### config.mk
export PLATFORM = sky130hd
export DESIGN_NAME = instr_encoder
export DESIGN_NICKNAME = d
export VERILOG_FILES = /design/src/rtl/instr_encoder.sv
export SDC_FILE = /design/constraint.sdc
export NUM_CORES = 1
export LEC_CHECK = 0
export CELL_PAD_IN_SITES_DETAIL_PLACEMENT = 2
export CELL_PAD_IN_SITES_GLOBAL_PLACEMENT = 2
export CORE_UTILIZATION = 24
export CTS_CLUSTER_SIZE = 20
export DETAILED_ROUTE_END_ITERATION = 8
export PLACE_DENSITY_LB_ADDON = 0.12
export SYNTH_ARGS = -nofsm -noshare
export SYNTH_HDL_FRONTEND = slang
export SYNTH_SLANG_ARGS = --single-unit
### constraint.sdc
create_clock -name clk -period 1.8 [get_ports clk]
set_input_delay 0.27 -clock clk [delete_from_list [all_inputs] [get_ports clk]]
set_output_delay 0.27 -clock clk [all_outputs]
set_load 0.1 [all_outputs]
### src/rtl/instr_encoder.sv
// instr_encoder: assembles symbolic LEGv8 requests into machine words
// and streams them into instruction memory, one word per cycle.
module instr_encoder #(
  parameter int DEPTH  = 64,
  parameter int ADDR_W = 8,
  localparam int CW    = $clog2(DEPTH + 1)
) (
  input  logic              clk,
  input  logic              reset,
  input  logic              clear,
  input  logic              req_valid,
  output logic              req_ready,
  input  logic [2:0]        req_op,
  input  logic [4:0]        req_rd,
  input  logic [4:0]        req_rn,
  input  logic [4:0]        req_rm,
  input  logic [18:0]       req_imm,
  output logic              mem_we,
  output logic [ADDR_W-1:0] mem_addr,
  output logic [31:0]       mem_wdata,
  output logic [CW-1:0]     word_count,
  output logic              full,
  output logic              err
);

  localparam logic [2:0] OP_LDUR = 3'd0;
  localparam logic [2:0] OP_STUR = 3'd1;
  localparam logic [2:0] OP_CBZ  = 3'd2;
  localparam logic [2:0] OP_ADD  = 3'd3;
  localparam logic [2:0] OP_SUB  = 3'd4;
  localparam logic [2:0] OP_AND  = 3'd5;
  localparam logic [2:0] OP_ORR  = 3'd6;
  localparam logic [2:0] OP_ILL  = 3'd7;

  logic        we_q;
  logic        accept;
  logic        legal;
  logic [31:0] enc;

  assign full      = (word_count == CW'(DEPTH));
  assign req_ready = !reset && !full && !clear;
  assign accept    = req_valid && req_ready;
  assign legal     = (req_op != OP_ILL);
  // a pending write is dropped the moment reset is seen
  assign mem_we    = we_q && !reset;

  always_comb begin
    enc = 32'd0;
    unique case (req_op)
      OP_LDUR: enc = {11'b11111000010, req_imm[8:0],
                      2'b00, req_rn, req_rd};
      OP_STUR: enc = {11'b11111000000, req_imm[8:0],
                      2'b00, req_rn, req_rd};
      OP_CBZ:  enc = {8'b10110100, req_imm, req_rd};
      OP_ADD:  enc = {11'b10001011000, req_rm,
                      6'd0, req_rn, req_rd};
      OP_SUB:  enc = {11'b11001011000, req_rm,
                      6'd0, req_rn, req_rd};
      OP_AND:  enc = {11'b10001010000, req_rm,
                      6'd0, req_rn, req_rd};
      OP_ORR:  enc = {11'b10101010000, req_rm,
                      6'd0, req_rn, req_rd};
      OP_ILL:  enc = 32'd0;
      default: enc = 32'd0;
    endcase
  end

  always_ff @(posedge clk) begin
    if (reset) begin
      we_q       <= 1'b0;
      mem_addr   <= '0;
      mem_wdata  <= '0;
      word_count <= '0;
      err        <= 1'b0;
    end else begin
      we_q <= 1'b0;
      if (clear) begin
        word_count <= '0;
        err        <= 1'b0;
      end else if (accept) begin
        if (legal) begin
          we_q       <= 1'b1;
          mem_addr   <= ADDR_W'({word_count, 2'b00});
          mem_wdata  <= enc;
          word_count <= word_count + 1'b1;
        end else begin
          err <= 1'b1;
        end
      end
    end
  end

endmodule

## Yosys cells after proc, flatten, opt, wreduce, memory -nomap -nowiden

Cells that the tools add are included.

- Bitwise logic cells: 3
- Add/subtract/negate cells: 1
- Muxes and demuxes: 2
- Equal/unequal tests: 9
- Reduce and logical (&&, ||, !) cells: 13

Operators by type and width:

| kind | number |
|---|---|
| 32-bit one-hot mux with 8 select lines | 1 |
| 3-bit equality test (second input constant) | 4 |
| 7-bit by 1-bit adder with 7-bit output (second input constant) | 1 |
| 7-bit equality test (second input constant) | 1 |
| 3-bit by 2-bit equality test with 1-bit output (second input constant) | 2 |
| 1-bit logical AND | 4 |
| 2-bit AND reduction | 2 |
| 3-bit by 1-bit equality test with 1-bit output (second input constant) | 1 |
| 1-bit logical NOT | 3 |
| 3-bit logical NOT | 1 |
| 3-bit != test (second input constant) | 1 |
| 1-bit NOT | 3 |
| 3-bit AND reduction | 1 |
| 3-bit OR reduction | 1 |
| 2-bit OR reduction | 1 |
| 1-bit two-way mux | 1 |

- Flip-flop bits (word level): 47
- Output and inout port bits: 51
- Logic and storage cells: 33
- Bits of input ports: 41

## Longest topological paths before layout

- Word-level depth: 7
- Mapped depth: 7
- Gate-level depth less buffers: 6

## Least setup slack after synthesis

OpenSTA, ideal clock, no wires.

- Kind: reg-to-output
- From: register word_count[0]
- To: output req_ready
- Required time: 1.530 ns
- Arrival: 4.615 ns
- Stages on the path, launching flop included: 6
- Path slack: -3.085 ns
- Buffers on the path: 0
- Path through: dfxtp_1 inv_1 ha_1 nand4bb_4 nor3_1 nor2_1

- Cells in the longest elaborated chain, start to end: 4

Ends and longest elaborated chain:

| what | RTL line | source |
|---|---|---|
| start: declaration | 21 | `output logic [CW-1:0] word_count,` |
| start signal: assignment | 85 | `word_count <= word_count + 1'b1;` |
| 7-bit equality test | 40 | `assign full = (word_count == CW'(DEPTH));` |
| named net full | 22 | `output logic full,` |
| 1-bit logical NOT | 41 | `assign req_ready = !reset && !full && !clear;` |
| 1-bit logical AND (2 in series) | 41 |  |
| end: declaration | 12 | `output logic req_ready,` |

The timed path passes the listed nets, and every way through them passes these cells.

## Worst setup path after layout

- From: register word_count[1]
- To: register mem_wdata[25]

- Cells in the longest elaborated chain, start to end: 6

Ends and longest elaborated chain:

| what | RTL line | source |
|---|---|---|
| 7-bit equality test | 40 |  |
| 1-bit logical NOT | 41 |  |
| 1-bit logical AND (2 in series) | 41 |  |
| 1-bit logical AND | 42 | `assign accept = req_valid && req_ready;` |
| 3-bit AND reduction (no line) | - |  |
| end signal: assignment | 84 | `mem_wdata <= enc;` |
| end: declaration | 20 | `output logic [31:0] mem_wdata,` |

No other way between the ends.
A chain may end at the register's enable or synchronous reset.

==> results_dict.tcl <==
set metrics [dict create \
    cts-hold-fix-buffers 0 \
    gp_congestion 0.7765 \
    power_density_nw_per_um2 607.4 \
    yosysSeqAreaShare_pct 41.82 \
    initial_core_util_pct 25.30 \
    root_buffer "clkbuf_8" \
    crit_top_cell "buf_4" \
    drive_gt1_share_pct 36.32 \
    min_period_ns 1.831 \
    max_freq_mhz 546.1 \
    r2r_cells 9 \
    syn_to_final_growth_pct 73.19 \
    holdPathEnd "err" \
    layout_setup_ws_ns -0.03127 \
    tns_ns -0.1041 \
    setup_viol 4 \
    critical_path_class "reg -> reg" \
    finalHoldViolCount 0 \
    n_antenna_cell 0 \
    cp-start-kind "flip-flop" \
    cts_buffer_depth 2 \
    yosys.area.top_type "dfxtp_1" \
    cp_data_arrival_time_ns 2.03 \
    worstHoldStart "err" \
    pin_count 92 \
    synth_top_flop_cell "dfxtp_1" \
    grt_pass1_vias 2693 \
    via_per_inst 5.107 \
    dp_hpwl_um 6720 \
    clkSinkCount 47 \
    firstDrtPassIters 4 \
    clk_latency_ns 0.30 \
    holdPathStages 2 \
    skew_ns 0.005029 \
    synthTopCellsByCount "47 x dfxtp_1, 39 x a21oi_1, 29 x o21ai_0" \
    fp.dieH_um 98.82 \
    crit_required_ns 2.00 \
    netlist.area_leader.share_pct 41.82 \
    fin_area_um2 3896 \
    num_vias 2492 \
    path_cells "inv_2, ha_4, nand4bb_4, buf_4, o311ai_4, buf_12, buf_4, nor2_4, o221a_1" \
    syn-instance-count 255 \
    cpPeakStageDelay_ns 0.36 \
    die-area_um2 9764 \
    grtUsageTotal_pct 19.17 \
    r2r-end "mem_wdata[25]" \
    crit_buf_inv 4 \
    grt_antenna_before_repair 0 \
    ys_top_cells_by_area "dfxtp_1 42%, a21oi_1 8.7%, o21ai_0 6.5%" \
    numCtsBuffers 5 \
    ff2ff_setup_slack_ns -0.03 \
    violations "setup timing" \
    dp_slack_ns -0.1145 \
    synth-seq-cells 47 \
    final_max_slew_viol_count 0 \
    cp_slowest_cell "dfxtp_4" \
    worstSetupEndpointType "flip-flop" \
    drt_iter0_drc 60 \
    grt_overflow_total 0 \
    vdd_ir_drop_max_mv 0.2691 \
    detail-route-antenna-nets 0 \
    synth_area_um2 2250 \
    hold_class "reg -> reg" \
    r2r-start "word_count[1]" \
    p_leak_nw 1.468 \
    grt_max_degree 38 \
    n_fill_cell 961 \
    yosys_warnings 0 \
    synth.avg_cell_area_um2 8.822 \
    synth.distinct_cells 49 \
    place_area_um2 3652 \
    drt-total-wl_um 9104 \
    power_mw 2.367 \
    rows 34 \
    nNetsFinal 422 \
    outcome "finished, violations left" \
    path_max_fanout 10 \
    fp.dieW_um 98.82 \
    drc 0 \
    synth.most_common_cell "dfxtp_1" \
    path_clk_slew_ns 0.09 \
    portBuffers 89 \
    fin_crit_sh_pct 101.7 \
    async_flop_share_pct 0 \
    maxCapViolCount 0 \
    core-area_um2 8891 \
    wire_per_inst_um 18.66 \
    cts_tree "yes" \
    htreeDepth 2 \
    rsz0062_at_grt "yes" \
    synth_edf_count 0 \
    grt_first_pass_wirelength_um 14600 \
    crit_family "compound AO/OA/AOI/OAI gates" \
]
==> report_power, final <==
group | total [mW] | switching [mW] | internal, mW | leakage (nW)
Clock | 0.652 | 0.380 | 0.273 | 0.0412
Combinational | 0.642 | 0.394 | 0.248 | 1.04
Sequential | 1.07 | 0.0155 | 1.06 | 0.386
==> layer usage <==
metal	GRT usage (%)	routed length, um
met3	2.837	281
met5	0	0
met4	5.626	134
met2	33.57	4395
met1	24.33	4292
==> worst max-delay path by stage <==
stage                     cells past startpoint           from  slack (ns)             to
after floorplan                               5  word_count[0]       -0.48      req_ready
after global placement                        6      req_op[1]       -0.07  mem_wdata[13]
after detailed placement                      5          reset       -0.11  mem_wdata[25]
after CTS                                     7  word_count[0]       -0.07      req_ready
after global routing                          7  word_count[1]       -0.11      req_ready
final                                         9  word_count[1]       -0.03  mem_wdata[25]
==> kinds of logic after synthesis <==
kind of cell               count (synthesis)  synth area share, %
adders and majority gates                  7                3.337
AOI/OAI and AO/OA                        108                30.42
buffers and inverters                     30                7.174
and+or+nand+nor                           58                15.30
DFF                                       47                41.82
other                                      1               0.1667
muxes                                      4                1.780
==> layout by cell type, fill, tap and decap left out, types with 6 or more instances in the layout <==
| master | netlist | layout |
|---|---|---|
| buf_4 | 6 | 74 |
| dfxtp_1 | 47 | 40 |
| clkdlybuf4s50_1 | 0 | 40 |
| a21oi_1 | 39 | 37 |
| o21ai_0 | 29 | 28 |
| buf_12 | 0 | 22 |
| nand3_1 | 20 | 20 |
| nand2_1 | 6 | 6 |
| nor2b_1 | 7 | 6 |
==> metrics by stage <==
| stage | util (%) | hold slack (ns) | std cells |
|---|---|---|---|
| finish | 43.82 | 0.4729 | 488 |
| global route | 43.82 | 0.5158 | 488 |
| CTS | 42.77 | 0.4830 | 484 |
| detailed placement | 41.08 | 0.4617 | 472 |
| global placement | 41.08 | 0.4466 | 472 |
| floorplan | - | 0.4177 | 256 |
==> sequential cells by signal, indices dropped and copies added, names as in the netlist <==
register	cells
mem_wdata	32
mem_addr	6
word_count	7
we_q	1
err	1
==> what timing repair did <==
| action | 4_1_cts | 5_1_grt |
|---|---|---|
| resized for setup | 3 | 16 |
| setup endpoints to repair | 8 | 24 |
| hold endpoints to repair | 0 | 0 |
| cloned | 1 | 0 |
| setup buffers | 3 | 5 |
| pin swaps | 2 | 12 |
==> tightest hold or removal path, stage by stage (launching register included) <==
cell	delay [ns]
dfxtp_1	0.34
nand2_1	0.05
o21ai_0	0.06
==> cell type report <==
cell class / count / area, um^2 / area share [%]
clock buffers: 6 / 72.57 / 1.863
clock inverters: 2 / 12.51 / 0.3211
inverters: 5 / 21.27 / 0.5459
multi-input cells: 179 / 1236 / 31.73
flip-flops and latches: 47 / 962.2 / 24.69
well taps: 108 / 135.1 / 3.468
repair buffers: 141 / 1456 / 37.38
(Power assumes the default switching activity.)
